$ cat config.mk
export PLATFORM = sky130hd
export DESIGN_NAME = mp_adder_seq
export DESIGN_NICKNAME = d
export VERILOG_FILES = /design/src/rtl/mp_adder_seq_pkg.sv /design/src/rtl/mp_adder_seq_addern.sv /design/src/rtl/mp_adder_seq.sv
export SDC_FILE = /design/constraint.sdc
export NUM_CORES = 1
export LEC_CHECK = 0
export ABC_AREA = 1
export BUFFER_PORTS_ARGS = -buffer_cell sky130_fd_sc_hd__buf_2
export CAP_MARGIN = 40
export CORE_MARGIN = 2
export CORE_UTILIZATION = 41
export DETAILED_ROUTE_END_ITERATION = 16
export GPL_ROUTABILITY_DRIVEN = 0
export GPL_TIMING_DRIVEN = 0
export PLACE_DENSITY = 0.71
export SLEW_MARGIN = 20
export SYNTH_ARGS = -nofsm -noshare
export SYNTH_HDL_FRONTEND = slang
export SYNTH_HIERARCHICAL = 1
export SYNTH_SLANG_ARGS = --single-unit
$ cat constraint.sdc
create_clock -name clk -period 4.7 [get_ports clk]
set_input_delay 0.47 -clock clk [delete_from_list [all_inputs] [get_ports clk]]
set_output_delay 0.47 -clock clk [all_outputs]
set_load 0.01 [all_outputs]
$ cat src/rtl/mp_adder_seq_pkg.sv
// mp_adder_seq_pkg: shared state encoding for the multi-precision adder stage
package mp_adder_seq_pkg;

    typedef enum logic [1:0] {
        IDLE  = 2'd0,
        RUN   = 2'd1,
        DRAIN = 2'd2
    } state_t;

endpackage

$ cat src/rtl/mp_adder_seq_addern.sv
// mp_adder_seq_addern: WIDTH-bit ripple adder with carry in and carry out
module mp_adder_seq_addern #(
    parameter int WIDTH = 8
) (
    input  logic [WIDTH-1:0] a,
    input  logic [WIDTH-1:0] b,
    input  logic             cin,
    output logic [WIDTH-1:0] s,
    output logic             cout
);

    assign {cout, s} = {1'b0, a} + {1'b0, b} + {{WIDTH{1'b0}}, cin};

endmodule

$ cat src/rtl/mp_adder_seq.sv
// mp_adder_seq: streams limb pairs through one adder, chaining the carry limb to limb
module mp_adder_seq
    import mp_adder_seq_pkg::*;
#(
    parameter int WIDTH  = 8,
    parameter int MAXLEN = 16,
    parameter int LEN_W  = 4
) (
    input  logic             clk,
    input  logic             rst,
    input  logic             start,
    input  logic [LEN_W-1:0] len,
    input  logic             cin_init,
    input  logic             in_valid,
    output logic             in_ready,
    input  logic [WIDTH-1:0] a,
    input  logic [WIDTH-1:0] b,
    output logic             out_valid,
    input  logic             out_ready,
    output logic [WIDTH-1:0] sum,
    output logic             last,
    output logic             cout,
    output logic             busy,
    output logic             done
);

    state_t           state;
    logic             carry;
    logic [LEN_W-1:0] count;
    logic [LEN_W-1:0] len_q;
    logic [WIDTH-1:0] s;
    logic             co;
    logic             accept;
    logic             fin;
    logic             drain;

    mp_adder_seq_addern #(.WIDTH(WIDTH)) u_add (
        .a    (a),
        .b    (b),
        .cin  (carry),
        .s    (s),
        .cout (co)
    );

    // the output register may be refilled in the same cycle it is drained
    assign in_ready = (state == RUN) && (!out_valid || out_ready);
    assign accept   = in_valid && in_ready;
    assign drain    = out_valid && out_ready;
    assign fin      = count == len_q;
    assign busy     = state != IDLE;

    // operation FSM with carry chain, limb counter and registered output limb
    always_ff @(posedge clk) begin
        if (rst) begin
            state     <= IDLE;
            carry     <= 1'b0;
            count     <= '0;
            len_q     <= '0;
            out_valid <= 1'b0;
            sum       <= '0;
            last      <= 1'b0;
            cout      <= 1'b0;
            done      <= 1'b0;
        end else begin
            done <= 1'b0;
            if (drain)
                out_valid <= 1'b0;
            if (accept) begin
                sum       <= s;
                carry     <= co;
                out_valid <= 1'b1;
                last      <= fin;
                count     <= count + 1'b1;
            end
            case (state)
                IDLE: if (start) begin
                    state <= RUN;
                    len_q <= (len > LEN_W'(MAXLEN - 1)) ? LEN_W'(MAXLEN - 1) : len;
                    carry <= cin_init;
                    count <= '0;
                    cout  <= 1'b0;
                end
                RUN: if (accept && fin)
                    state <= DRAIN;
                DRAIN: if (drain) begin
                    state <= IDLE;
                    done  <= 1'b1;
                    cout  <= carry;
                end
                default: state <= IDLE;
            endcase
        end
    end

endmodule
==> out/results.ini, run 1 <==
[synthesis]
ys_top_cells_by_area = dfxtp_1 34%, nand2_1 18%, a21oi_1 7.7%
synth_largest_area_cell = dfxtp_1
yosysSeqAreaShare_pct = 33.79
synth_fp_nets = 224
avgSynthCellArea_um2 = 7.248
synth_cell_types = 27
synthCells = 188
yosys_register_bits = 23
yosysWarnings = 6
synth_top_area_share_pct = 33.79
syn_area_um2 = 1363

[die]
initial_core_util_pct = 43.91
die_w_um = 61.65
std_cell_rows = 20
die-area_um2 = 3801
io_pins = 40
die_h_um = 61.65
core-area_um2 = 3103

[global_route]
overflow = 0
grt_pass1_wl_um = 4374
track_usage_pct = 15.39
grt_max_degree = 14
grt_pass1_vias = 1135
antenna_found_initial = 0

[setup_path]
startpoint_type = flop
required_ns = 4.91
r2r_cells = 10
crit_path_end_kind = flop
path_class = flop to flop
arrival_ns = 2.18
worstPathMaxFanout = 2

[pwr]
ir_worst_vdd_uv = 83.25
p_per_area_nw_per_um2 = 258.5
leakagePower_uw = 0.0008047

[sta]
slew_viol_final = 0
max_freq_mhz = 506.8
hold_violations = 0
finalClockSkew_ns = 0.004722
slew_headroom_pct = 72.00
max_slew.worst_pin.slew_ns = 0.4200
rsz0062_at_grt = false
worst_slack_ns = 2.727
setup_tns_ns = 0
setup_viol = 0
whs_ns = 0.3557
fin_crit_ns = 1.973
final.period_utilization_pct = 41.99

[clock_tree]
insertion_delay_ns = 0.31
clockRootBuffer = clkbuf_4
ctsLongestPathBuffers = 2
path_clk_slew_ns = 0.13
cts_setup_buffers = 0
cts_buffers = 3
htreeDepth = 1
clock-sinks = 23
hold_buffers = 0
cts_resized = 0
cts_tree = yes

[routing]
via_per_inst = 4.558
drt_iter0_markers = 44
drtPass1Iterations = 4
antenna_left = 0
routed.top_layer = met4
dr_wl_met3_um = 126
drt_wl_total_um = 2718
wire_per_inst_um = 9.920
vias = 1249
drc = 0
wl_met1_um = 1213
wl_met2_um = 1343

[cells_and_area]
drive_above_1_share_pct = 26.52
final_common_cell = nand2_1
mostFrequentLayoutCells = 64 x nand2_1, 38 x buf_2, 23 x dfxtp_1, 21 x inv_1, 21 x a21oi_1
antenna_cells = 0
finalCoreUtilization_pct = 52.70
nNetsFinal = 267
area_growth_pct = 20.02

[placed_design]
dp_hpwl_um = 2199
io_buffer_count = 38
dpl_worst_slack_ns = 2.418

[status]
status = finished, final reports clean

[run]
cap_violations = 0

[worst_hold_path]
whs_path_depth = 3
hold_class = input port to flop

## state kept, by name, summed over array words and instances, names as in the netlist
signal and cells:
out_valid 1, carry 1, count 4, state 2, done 1, last 1
len_q 4, cout 1, sum 8
## logic make-up (layout without fill, tap and decap cells)
logic type	count (synthesis)	after routing	synth area share (%)
fa+ha+maj	10	10	10.29
flops	23	23	33.79
xor+xnor	3	3	1.929
compound gates	30	30	12.03
simple gates	95	95	33.43
buf+inv	27	69	8.541
## power by group
part	switching (uW)	internal, uW
logic	67.8	51.0
registers	6.88	206
clock network	58.9	31.8
total	134	289
## layer usage
layer | up-vias | GRT usage [%]
met5 | - | 0
met1 | 530 | 17.72
met3 | 4 | 1.261
met4 | 0 | 6.383
li1 | 683 | -
met2 | 32 | 28.87
## synthesized netlist by cell type
cell	instances
nor2_1	9
clkbuf_1	2
inv_2	2
xnor2_1	2
nand3_2	2
nor3_1	1
nand3b_4	1
nand3_1	6
o2bb2ai_1	1
a21oi_1	21
or2_4	2
inv_1	21
nand2_2	4
nor2_4	2
nand3b_1	1
nor2_2	1
o21ai_0	6
nand2_1	64
ha_1	8
xor2_1	1
a211oi_1	1
dfxtp_1	23
a211oi_2	1
buf_6	2
fa_1	2
nor3_2	1
nand3_4	1
## worst paths after layout
path | start | to | slack (ns)
max reg2reg | carry$_SDFF_PP0_ | carry$_SDFF_PP0_ | 2.73
min reg2reg | sum[2]$_SDFFE_PP0P_ | sum[2]$_SDFFE_PP0P_ | 0.47
min | len[2] | len_q[2]$_SDFFE_PP0P_ | 0.36
max | carry$_SDFF_PP0_ | carry$_SDFF_PP0_ | 2.73
## metrics by stage
stage / instance area (um^2) / total power, uW / std cells
floorplan: 1363 / 302.3 / 188
global placement: 1608 / 335.8 / 270
detailed placement: 1608 / 337.7 / 270
CTS: 1635 / 426.6 / 274
global route: 1635 / 449.4 / 274
finish: 1635 / 422.7 / 274
## critical path: stages (launching register included)
cell	delay [ns]
dfxtp_1	0.35
fa_1	0.41
fa_1	0.41
nand2_1	0.08
nand2_1	0.10
nand3b_4	0.09
nand2_1	0.06
nand2_1	0.06
nand2_1	0.05
o21ai_0	0.16
o2bb2ai_1	0.08
## layout make-up
type	instances	area, um^2
Fill cell	352	1468
Multi-Input combinational cell	138	785.8
Sequential cell	23	460.4
Timing Repair Buffer	38	190.2
Inverter	23	86.33
Tap cell	44	55.05
Buffer	4	30.03
Clock buffer	3	22.52
Clock inverter	1	5.005
Power figures use the tool's default switching activity.
==> run 2: changes to the inputs <==
==> constraint.sdc (replaced) <==
create_clock -name clk -period 1.84 [get_ports clk]
set_input_delay 0.184 -clock clk [delete_from_list [all_inputs] [get_ports clk]]
set_output_delay 0.184 -clock clk [all_outputs]
set_load 0.01 [all_outputs]
==> run 2 against run 1 <==
- global-route usage is the same
- first-iteration DRC count increased by 23%
- non-clock buffer count unchanged
- sequential share of layout area is 0.16 points lower
- clock-buffer cell count unchanged
- core utilization up 0.44 points
- register-to-register slack worse by 2.7 ns
==> out/results.ini, run 2 (synthesis gave the netlist of run 1 again) <==
[status]
status = finished, final reports clean

[sta]
setup_tns_ns = 0
finalClockSkew_ns = 0.002252
setup_viol = 0
hold_violations = 0
max_slew.worst_pin.slew_ns = 0.4163
rsz0062_at_grt = true
slew_headroom_pct = 72.25
max_freq_mhz = 548.3
slew_viol_final = 0
final.period_utilization_pct = 99.12
fin_crit_ns = 1.824
whs_ns = 0.06874

[setup_path]
ff2ff_setup_slack_ns = 0.02
required_ns = 2.04
arrival_ns = 2.03
cp_top_family = adder cells
path_cells = fa_2, fa_2, nand2_2, nand2_2, nand3b_4, nand2_2, nand2_1, nand2_1, o21ai_1, o2bb2ai_1
crit_start = carry$_SDFF_PP0_
max_stage_delay_ns = 0.39
path_class = flop to flop
cp_num_buf_inv = 0
worstPathMaxFanout = 2
r2r-start = carry$_SDFF_PP0_
critical_path.slowest_cell = fa_2
startpoint_type = flop
crit_path_end_kind = flop
critPathMostFrequentCell = nand2_2

[clock_tree]
insertion_delay_ns = 0.31
htreeDepth = 1
path_clk_slew_ns = 0.13
cts_setup_buffers = 0
clockRootBuffer = clkbuf_4
ctsLongestPathBuffers = 2
clock-sinks = 23
cts_buffers = 3
cts_tree = yes

[die]
io_pins = 40
std_cell_rows = 20
die_w_um = 61.65
die_h_um = 61.65
initial_core_util_pct = 43.91
core-area_um2 = 3103
die-area_um2 = 3801

[pwr]
ir_worst_vdd_uv = 211.4
internal_power_uw = 742.0
clockPowerShare_pct = 21.3
combPwrFrac_pct = 28.5
p_per_area_nw_per_um2 = 658.7
switching_share_pct = 31.69
leakagePower_uw = 0.0008031
p_switching_uw = 344.3
sequentialPowerShare_pct = 50.3

[routing]
routed.top_layer = met4
antenna_left = 0
wl_met1_um = 1227
drc = 0
via_per_inst = 4.569
drt_wl_total_um = 2735
drt_iter0_markers = 54
vias = 1252
dr_wl_met3_um = 116
wire_per_inst_um = 9.982
drtPass1Iterations = 4
wl_met2_um = 1356

[worst_hold_path]
hold_class = input port to flop
hp-start = len[2]

[cells_and_area]
drive_above_1_share_pct = 29.13
reg.largest.list = sum (8), count (4), len_q (4)
area_growth_pct = 21.03
mostFrequentLayoutCells = 61 x nand2_1, 38 x buf_2, 22 x dfxtp_1, 21 x inv_1, 21 x a21oi_1
regMostFlops = sum
finalNonFillerCells = 274
antenna_cells = 0
fillers = 349
largest_reg_flops = 8
nNetsFinal = 267
final_common_cell = nand2_1

[placed_design]
dp_hpwl_um = 2199
io_buffer_count = 38
dp_cells = 270

[run]
cap_violations = 0

[global_route]
overflow = 0
grt_max_degree = 14
grt_pass1_wl_um = 4374
grt_pass1_vias = 1135
antenna_found_initial = 0
track_usage_pct = 15.39

-- run 2: per-stage QoR --
stage / total power (uW) / instance area, um^2 / util (%) / setup WS [ns]
3_3_place_gp: 857.8 / 1608 / 51.81 / -0.1459
4_1_cts: 1092 / 1642 / 52.90 / 0.003742
3_5_place_dp: 862.7 / 1608 / 51.81 / -0.1557
6_report: 1086 / 1649 / 53.15 / 0.01622
2_1_floorplan: 772.1 / 1363 / - / 0.03889
5_1_grt: 1155 / 1649 / 53.15 / -0.08173
-- run 2: final timing paths --
check                                        endpoint  depth (start not counted)
worst min-delay path            len_q[2]$_SDFFE_PP0P_                          3
worst max-delay path                 carry$_SDFF_PP0_                         10
worst max register to register       carry$_SDFF_PP0_                         10
worst min register to register    sum[0]$_SDFFE_PP0P_                          2
-- run 2: area by class of cell --
type / instances / area [um^2] / area share, %
sequential: 23 / 461.7 / 28.00
clock buffer: 3 / 22.52 / 1.366
clock inverter: 1 / 5.005 / 0.3035
timing repair buffer: 38 / 190.2 / 11.53
buffer: 4 / 30.03 / 1.821
inverter: 23 / 86.33 / 5.235
tap: 44 / 55.05 / 3.338
multi-input combinational: 138 / 798.3 / 48.41
-- run 2: power groups by stage --
stage | registers [uW] | logic, uW | clock network, uW
2_1_floorplan | 560 | 213 | 0
4_1_cts | 546 | 310 | 236
3_5_place_dp | 556 | 307 | 0
6_report | 546 | 309 | 231
5_1_grt | 551 | 351 | 254
3_3_place_gp | 556 | 301 | 0
-- run 2: layer usage --
layer / GRT usage [%] / up-vias
met4: 6.383 / 0
li1: - / 680
met2: 28.87 / 30
met1: 17.72 / 538
met3: 1.261 / 4
met5: 0 / -
-- run 2: what timing repair did --
| item | in CTS | in global routing |
|---|---|---|
| resized for setup | 4 | 3 |
| pin swaps | 0 | 5 |
| hold buffers | 0 | 0 |
| setup endpoints to repair | 2 | 1 |
-- run 2: worst reg2reg max path, cell delays in order (launching register included) --
cell	delay [ns]
dfxtp_2	0.36
fa_2	0.38
fa_2	0.39
nand2_2	0.07
nand2_2	0.07
nand3b_4	0.08
nand2_2	0.05
nand2_1	0.06
nand2_1	0.06
o21ai_1	0.12
o2bb2ai_1	0.09
==> run 3: changes to the inputs <==
--- a/config.mk
+++ b/config.mk
@@ -13,7 +13,7 @@
 export DETAILED_ROUTE_END_ITERATION = 16
 export GPL_ROUTABILITY_DRIVEN = 0
 export GPL_TIMING_DRIVEN = 0
-export PLACE_DENSITY = 0.71
+export PLACE_DENSITY = 0.73
 export SLEW_MARGIN = 20
 export SYNTH_ARGS = -nofsm -noshare
 export SYNTH_HDL_FRONTEND = slang
==> constraint.sdc (replaced) <==
create_clock -name clk -period 1.55 [get_ports clk]
set_input_delay 0.155 -clock clk [delete_from_list [all_inputs] [get_ports clk]]
set_output_delay 0.155 -clock clk [all_outputs]
set_load 0.01 [all_outputs]
==> run 3 against run 2 <==
- the run now ends with setup timing left
- clock skew increased by 0.0020 ns
- clock power increased by 21%
- via count increased by 0.24%
- cell count increased by 0.36%
- core utilization increased by 0.48 points
- maximum frequency increased by 3.8%
- highest routed layer unchanged
- clock-buffer cell count increased by 1
==> out/results.ini, run 3 (synthesis gave the netlist of run 1 again) <==
[global_route]
track_usage_pct = 15.16
antenna_found_initial = 0
grt_pass1_vias = 1087
grt_pass1_wl_um = 4353
overflow = 0
grt_max_degree = 13

[pwr]
leakagePower_uw = 0.0008049
p_per_area_nw_per_um2 = 780.2
ir_worst_vdd_uv = 304.9

[run]
cap_violations = 0

[clock_tree]
cts_buffers = 3
clockRootBuffer = clkbuf_4
cts_tree = yes
path_clk_slew_ns = 0.13
ctsLongestPathBuffers = 2
insertion_delay_ns = 0.31
htreeDepth = 1
clock-sinks = 23
hold_buffers = 0

[setup_path]
startpoint_type = flop
path_class = flop to flop
crit_path_end_kind = flop
arrival_ns = 1.96
worstPathMaxFanout = 2
required_ns = 1.76

[sta]
slew_headroom_pct = 66.46
final.period_utilization_pct = 113.4
finalClockSkew_ns = 0.004268
fin_crit_ns = 1.757
max_freq_mhz = 569.2
rsz0062_at_grt = true
hold_violations = 0
whs_ns = 0.03658
max_slew.worst_pin.slew_ns = 0.5031
slew_viol_final = 0
setup_viol = 4
worst_slack_ns = -0.2070

[routing]
wire_per_inst_um = 9.873
antenna_left = 0
vias = 1255
drtPass1Iterations = 4
drt_wl_total_um = 2715
drt_iter0_markers = 71
via_per_inst = 4.564
drc = 0

[placed_design]
dpl_worst_slack_ns = -0.2667
io_buffer_count = 38
dp_hpwl_um = 2160
placed_area_um2 = 1619

[die]
die_h_um = 61.65
die_w_um = 61.65
initial_core_util_pct = 43.91
io_pins = 40
core-area_um2 = 3103
std_cell_rows = 20
die-area_um2 = 3801

[cells_and_area]
regMostFlops = sum
drive_above_1_share_pct = 29.87
area_growth_pct = 22.13
reg.largest.list = sum (8), count (4), len_q (4)
antenna_cells = 0
largest_reg_flops = 8
finalCoreUtilization_pct = 53.63
final_common_cell = nand2_1
final_area_um2 = 1664
fillers = 341
nNetsFinal = 268
mostFrequentLayoutCells = 62 x nand2_1, 38 x buf_2, 22 x dfxtp_1, 21 x inv_1, 18 x a21oi_1

[status]
violations = setup timing
status = finished, violations left

[worst_hold_path]
hold_class = input port to flop

==> run 3: cell count changes in the layout (fill, tap and decap cells not counted), sizes merged <==
cell	previous run	this run
clkbuf	5	6
clkinv	1	0
buf	40	41
==> run 3: final timing paths <==
| kind | from | to | slack (ns) | cells past startpoint |
|---|---|---|---|---|
| worst max-delay path | carry$_SDFF_PP0_ | carry$_SDFF_PP0_ | -0.21 | 10 |
| worst max register to register | carry$_SDFF_PP0_ | carry$_SDFF_PP0_ | -0.21 | 10 |
| worst min register to register | sum[7]$_SDFFE_PP0P_ | sum[7]$_SDFFE_PP0P_ | 0.47 | 2 |
| worst min-delay path | len[2] | len_q[2]$_SDFFE_PP0P_ | 0.04 | 3 |
==> run 3: cell type report <==
cell class / count / area [um^2] / share of cell area [%]
sequential: 23 / 461.7 / 27.74
buffer: 4 / 30.03 / 1.805
multi-input combinational: 138 / 807.0 / 48.50
clock buffer: 4 / 26.28 / 1.579
timing repair buffer: 39 / 197.7 / 11.88
tap: 44 / 55.05 / 3.308
inverter: 23 / 86.33 / 5.188
==> run 3: worst max-delay path, stage by stage (launching register included) <==
cell and delay [ns]:
dfxtp_2 0.35, fa_2 0.35, fa_2 0.35, nand2_1 0.08
nand2_2 0.07, nand3b_4 0.08, nand2_2 0.05, nand2_1 0.05
nand2_1 0.06, o21ai_1 0.13, o2bb2ai_1 0.07
==> run 3: through the flow <==
stage                     total power (uW)  TNS, ns  instances
final                                 1298  -0.4168        275
after global routing                  1387  -0.7732        275
after CTS                             1307  -0.4515        275
after detailed placement              1030  -0.5607        270
after global placement                1024  -0.5131        270
after floorplan                      923.1  -0.2392        188
==> run 3: power by group <==
part	switching (uW)	internal (uW)
logic	210	162
registers	20.5	626
clock network	179	101
==> run 3: what timing repair did <==
action / in CTS / in global routing
gates cloned: 0 / 0
endpoints found under the setup margin: 3 / 4
resized for setup: 0 / 3
buffers inserted: 1 / 0
pin swaps: 4 / 2
==> run 3: metal layers <==
layer  vias up  part of all wire [%]  global-route usage [%]
met5         -                     0                       0
met4         0                   1.5                   5.471
met3         5                   3.6                   1.261
met2        31                    47                   27.37
met1       535                    48                   18.67
li1        684                     -                       -
